<file path="src/rtl/timer_irq_controller.sv">
// ---------------------------------------------------------------------------
// timer_irq_controller
//
// Turns the level interrupt lines of the down-counting timer into pending
// bits. It picks one pending line at a time and offers it to the CPU through
// a req/ack/EOI handshake. After EOI it pulls the timer enable low for one
// cycle so the timer reloads and restarts.
//
// Ports
//   clk              rising-edge clock
//   reset            synchronous, active-high reset
//   io_irqIn         level interrupt lines from the timer
//   io_irqMask       per-line enable (1 = line may raise a request)
//   io_globalEnable  0 blocks new requests, never aborts one in flight
//   io_irqAck        CPU accepts the current request (REQ only)
//   io_irqEoi        CPU ends interrupt service (SERVICE only)
//   io_irqReq        request to CPU
//   io_irqId         index of the requested / in-service line
//   io_inService     high while the CPU services the interrupt
//   io_pending       raw pending register, unmasked
//   io_timerEnable   timer enable; low for one cycle to force a reload
// ---------------------------------------------------------------------------
module timer_irq_controller #(
  parameter int unsigned NUM_IRQ  = 4,
  parameter int unsigned ID_WIDTH = 2
) (
  input  logic                clk,
  input  logic                reset,
  input  logic [NUM_IRQ-1:0]  io_irqIn,
  input  logic [NUM_IRQ-1:0]  io_irqMask,
  input  logic                io_globalEnable,
  input  logic                io_irqAck,
  input  logic                io_irqEoi,
  output logic                io_irqReq,
  output logic [ID_WIDTH-1:0] io_irqId,
  output logic                io_inService,
  output logic [NUM_IRQ-1:0]  io_pending,
  output logic                io_timerEnable
);

  typedef enum logic [1:0] {
    IDLE    = 2'd0,
    REQ     = 2'd1,
    SERVICE = 2'd2,
    RELOAD  = 2'd3
  } state_e;

  state_e              state_q, state_d;
  logic [NUM_IRQ-1:0]  pending_q, pending_d;
  logic [NUM_IRQ-1:0]  prev_irq_q, prev_irq_d;
  logic [ID_WIDTH-1:0] id_q, id_d;

  // Output flops: next values are decoded from the next state so outputs
  // track the state register exactly, with no input-to-output path.
  logic                irq_req_q, irq_req_d;
  logic                in_service_q, in_service_d;
  logic                timer_enable_q, timer_enable_d;

  logic [NUM_IRQ-1:0]  rise;
  logic [NUM_IRQ-1:0]  eligible;
  logic                win_any;
  logic [ID_WIDTH-1:0] win_id;

  // Rising-edge detect and arbitration candidates.
  always_comb begin
    rise     = io_irqIn & ~prev_irq_q;
    eligible = pending_q & io_irqMask;
  end

  // Fixed-priority encoder: lowest index wins, so scan from the top down.
  always_comb begin
    win_any = |eligible;
    win_id  = '0;
    for (int i = int'(NUM_IRQ) - 1; i >= 0; i--) begin
      if (eligible[i]) begin
        win_id = ID_WIDTH'(i);
      end
    end
  end

  // Next-state, pending and output decode.
  always_comb begin
    state_d    = state_q;
    pending_d  = pending_q;
    id_d       = id_q;
    prev_irq_d = io_irqIn;

    unique case (state_q)
      IDLE: begin
        if (io_globalEnable && win_any) begin
          state_d = REQ;
          id_d    = win_id;
        end
      end
      REQ: begin
        if (io_irqAck) begin
          state_d         = SERVICE;
          pending_d[id_q] = 1'b0;
        end
      end
      SERVICE: begin
        if (io_irqEoi) begin
          state_d = RELOAD;
        end
      end
      RELOAD: begin
        state_d = IDLE;
      end
      default: begin
        state_d = IDLE;
      end
    endcase

    // New edges are applied after the ack clear so a coincident set wins.
    pending_d = pending_d | rise;

    irq_req_d      = (state_d == REQ);
    in_service_d   = (state_d == SERVICE);
    timer_enable_d = (state_d != RELOAD);
  end

  // State and output registers.
  always_ff @(posedge clk) begin
    if (reset) begin
      state_q        <= IDLE;
      pending_q      <= '0;
      prev_irq_q     <= '0;
      id_q           <= '0;
      irq_req_q      <= 1'b0;
      in_service_q   <= 1'b0;
      timer_enable_q <= 1'b1;
    end else begin
      state_q        <= state_d;
      pending_q      <= pending_d;
      prev_irq_q     <= prev_irq_d;
      id_q           <= id_d;
      irq_req_q      <= irq_req_d;
      in_service_q   <= in_service_d;
      timer_enable_q <= timer_enable_d;
    end
  end

  assign io_irqReq      = irq_req_q;
  assign io_irqId       = id_q;
  assign io_inService   = in_service_q;
  assign io_pending     = pending_q;
  assign io_timerEnable = timer_enable_q;

endmodule

</file>
<file path="config.mk">
export PLATFORM = sky130hd
export DESIGN_NAME = timer_irq_controller
export DESIGN_NICKNAME = d
export VERILOG_FILES = /design/src/rtl/timer_irq_controller.sv
export SDC_FILE = /design/constraint.sdc
export NUM_CORES = 1
export LEC_CHECK = 0
export ABC_AREA = 1
export BUFFER_PORTS_ARGS = -buffer_cell sky130_fd_sc_hd__clkbuf_2
export CORE_MARGIN = 5
export CORE_UTILIZATION = 41
export CTS_CLUSTER_SIZE = 12
export DETAILED_ROUTE_END_ITERATION = 10
export PLACE_DENSITY_LB_ADDON = 0.2
export SYNTH_ARGS = -nofsm -noshare
export SYNTH_HDL_FRONTEND = slang
export SYNTH_SLANG_ARGS = --single-unit
</file>
<file path="constraint.sdc">
create_clock -name clk -period 1.2 [get_ports clk]
set_clock_uncertainty 0.15 [all_clocks]
set_input_delay 0.18 -clock clk [delete_from_list [all_inputs] [get_ports clk]]
set_output_delay 0.18 -clock clk [all_outputs]
set_load 0.01 [all_outputs]
</file>
==> out/qor.yml <==
outcome: "finished, final reports clean"
cts-root-buf: "clkbuf_4"
seqPwrFrac_pct: 53.3
place_inst: 113
grt_pass1_wl_mm: 2.18
firstDrtPassIters: 6
crit_arrival_ns: 0.82
clk_latency_ns: 0.28
hold_depth: 4
final-max-slew-violation-count: 0
p_sw_mw: 0.314
end_kind: "output pin"
n_antenna_cell: 0
p_int_mw: 0.763
crit_chain: "clkbuf_2"
ys_warn_count: 0
ys.flop_type: "dfxtp_1"
min_path_type: "in -> reg"
fillCellCount: 119
synthTopCellsByArea: "dfxtp_1 50%, nand2_1 9.4%, nand3_1 8.4%, inv_1 6.9%, nand4_1 4.2%"
relSlewSlack_pct: 88.0
power.leakage_nw: 0.439
worstSetupPathType: "reg -> out"
num_vias: 584
power.total_mw: 1.08
detailed_place_hpwl_um: 980
first_iter_violations: 20
io_pins: 22
holdCritStartpoint: "io_globalEnable"
clk_path_buf_depth: 2
async_flop_share_pct: 0
crit_required_ns: 0.87
whs_ns: 0.115
ctsHtreeMaxLevel: 1
synth_top_area_cell: "dfxtp_1"
wl_per_cell_um: 11.0
max_freq_mhz: 871
rsz0062_at_grt: "false"
peakVddDrop_mv: 0.644
drc: 0
cts_sinks: 15
reg2reg_depth: 7
ys_seq_area_share_pct: 50.1
grtUsageTotal_pct: 13.7
syn_area_um2: 599
path_clk_slew_ns: 0.09
layout_min_cycle_time_ns: 1.15
r2r_setup_slack_ns: 0.08
final_area_um2: 833
place_congestion: 0.807
p_comb_share_pct: 20.7
critPathMaxStageDelay_ns: 0.39
ant_nets: 0
place_ws_ns: 0.0142
final_cells: 121
post_cts_buffers: 0
numCtsBuffers: 3
vias_per_cell: 4.83
die_w_um: 48.2
maxCapViolCount: 0
synth_edf_count: 0
wirelength_mm: 1.33
synth-seq-cells: 15
final_net_count: 120
grt-ovfl-total: 0
r2r-start: "state_q[0]$_SDFF_PP0_"
tns_ns: 0
cts_tree: "yes"
syn_nets: 90
power-per-cell-area_nw_per_um2: 1290
setup-violations-final: 0
drive_gt1_share_pct: 40.6
placementRows: 13
cp-start-kind: "flip-flop"
grt_pass1_vias: 544
areaGrowthSynthToFinish_pct: 39.0
start_util_pct: 44.9
path_delay_family: "flip-flops"
path_buf_inv: 1
die-area_um2: 2330
fp.dieH_um: 48.2
worst_pin_slew_ns: 0.178
p_clk_share_pct: 26.0
ys_top_cells_by_count: "15 x dfxtp_1, 15 x nand2_1, 11 x inv_1"
io_buffers: 21
swShare_pct: 29.1
grt_max_degree: 14
syn_avg_cell_area_um2: 7.78
synth_top_area_share_pct: 50.1
critPathMaxFanout: 4
antenna_found_initial: 0
period_share_pct: 95.7
post-route-util_pct: 62.5
r2r-end: "io_irqReq$_SDFF_PP0_"
postLayoutSetupSlackWorst_ns: 0.0520
syn_inst: 77
core-area_um2: 1330
hold_viol_final: 0
ys_types: 17
critPathSlowestCell: "dfxtp_1"
min_to: "io_irqId[1]$_SDFFE_PP0P_"
dpl_cell_area_um2: 736
registers in the layout (all words and copies together), names as in the netlist:
name / flops
state_q: 2
io_timerEnable: 1
io_inService: 1
io_irqReq: 1
io_pending: 4
prev_irq_q: 4
io_irqId: 2
placed cells by master, fill, tap and decap left out, types with 2 or more instances in the layout:
| master | netlist | final |
|---|---|---|
| nand3_1 | 10 | 8 |
| nand2_2 | 3 | 5 |
| dfxtp_1 | 15 | 11 |
| nor2_4 | 1 | 2 |
| clkbuf_4 | 0 | 3 |
| o21ai_1 | 4 | 4 |
| dfxtp_2 | 0 | 3 |
| nand4_1 | 4 | 4 |
| clkbuf_2 | 0 | 21 |
| nand3_2 | 1 | 3 |
| dlygate4sd3_1 | 0 | 4 |
| nor2_1 | 5 | 5 |
| nand2_1 | 15 | 13 |
| inv_1 | 11 | 11 |
area by class of cell:
type | count | area (um2) | area share (%)
tap | 15 | 18.8 | 2.25
multi-input combinational | 48 | 263 | 31.5
sequential | 15 | 308 | 36.9
clock inverter | 1 | 5.00 | 0.601
timing repair buffer | 26 | 165 | 19.8
clock buffer | 3 | 22.5 | 2.70
inverter | 13 | 51.3 | 6.16
worst max-delay path by stage:
| stage | from | end | slack (ns) | cells past startpoint |
|---|---|---|---|---|
| after detailed placement | state_q[1]$_SDFF_PP0_ | io_irqReq$_SDFF_PP0_ | 0.01 | 7 |
| after floorplan | state_q[1]$_SDFF_PP0_ | io_irqReq$_SDFF_PP0_ | 0.10 | 7 |
| after global placement | state_q[1]$_SDFF_PP0_ | io_irqReq$_SDFF_PP0_ | 0.04 | 7 |
| final | io_irqId[0]$_SDFFE_PP0P_ | io_irqId[0] | 0.05 | 1 |
| after global routing | io_irqId[0]$_SDFFE_PP0P_ | io_irqId[0] | 0.0001 | 1 |
| after CTS | io_irqId[1]$_SDFFE_PP0P_ | io_irqId[1] | 0.04 | 1 |
cells by family (layout without fill, tap and decap cells):
family / Yosys count / count (layout) / share of synthesized area, %
AND/OR/NAND/NOR: 40 / 40 / 32.8
flip-flops: 15 / 15 / 50.1
AO/OA/AOI/OAI: 8 / 8 / 7.72
buffers and inverters: 14 / 43 / 9.40
routing by layer:
layer	track usage, %	vias up	part of all wire [%]
met5	0	-	0
met4	8.06	0	0.90
met3	3.32	2	5.5
met2	22.4	15	51
met1	16.1	258	42
li1	-	309	-
power groups by stage:
stage / Sequential, mW / Combinational (mW) / Clock (mW)
global placement: 0.581 / 0.194 / 0
detailed placement: 0.582 / 0.196 / 0
floorplan: 0.591 / 0.108 / 0
global route: 0.581 / 0.248 / 0.322
finish: 0.574 / 0.223 / 0.279
CTS: 0.571 / 0.207 / 0.295
what timing repair did:
action,CTS,global route
resized for setup,1,10
hold endpoints to repair,8,0
hold buffers,4,0
pin swaps,0,4
endpoints found under the setup margin,1,7
cloned,0,0
(Power assumes the default switching activity.)
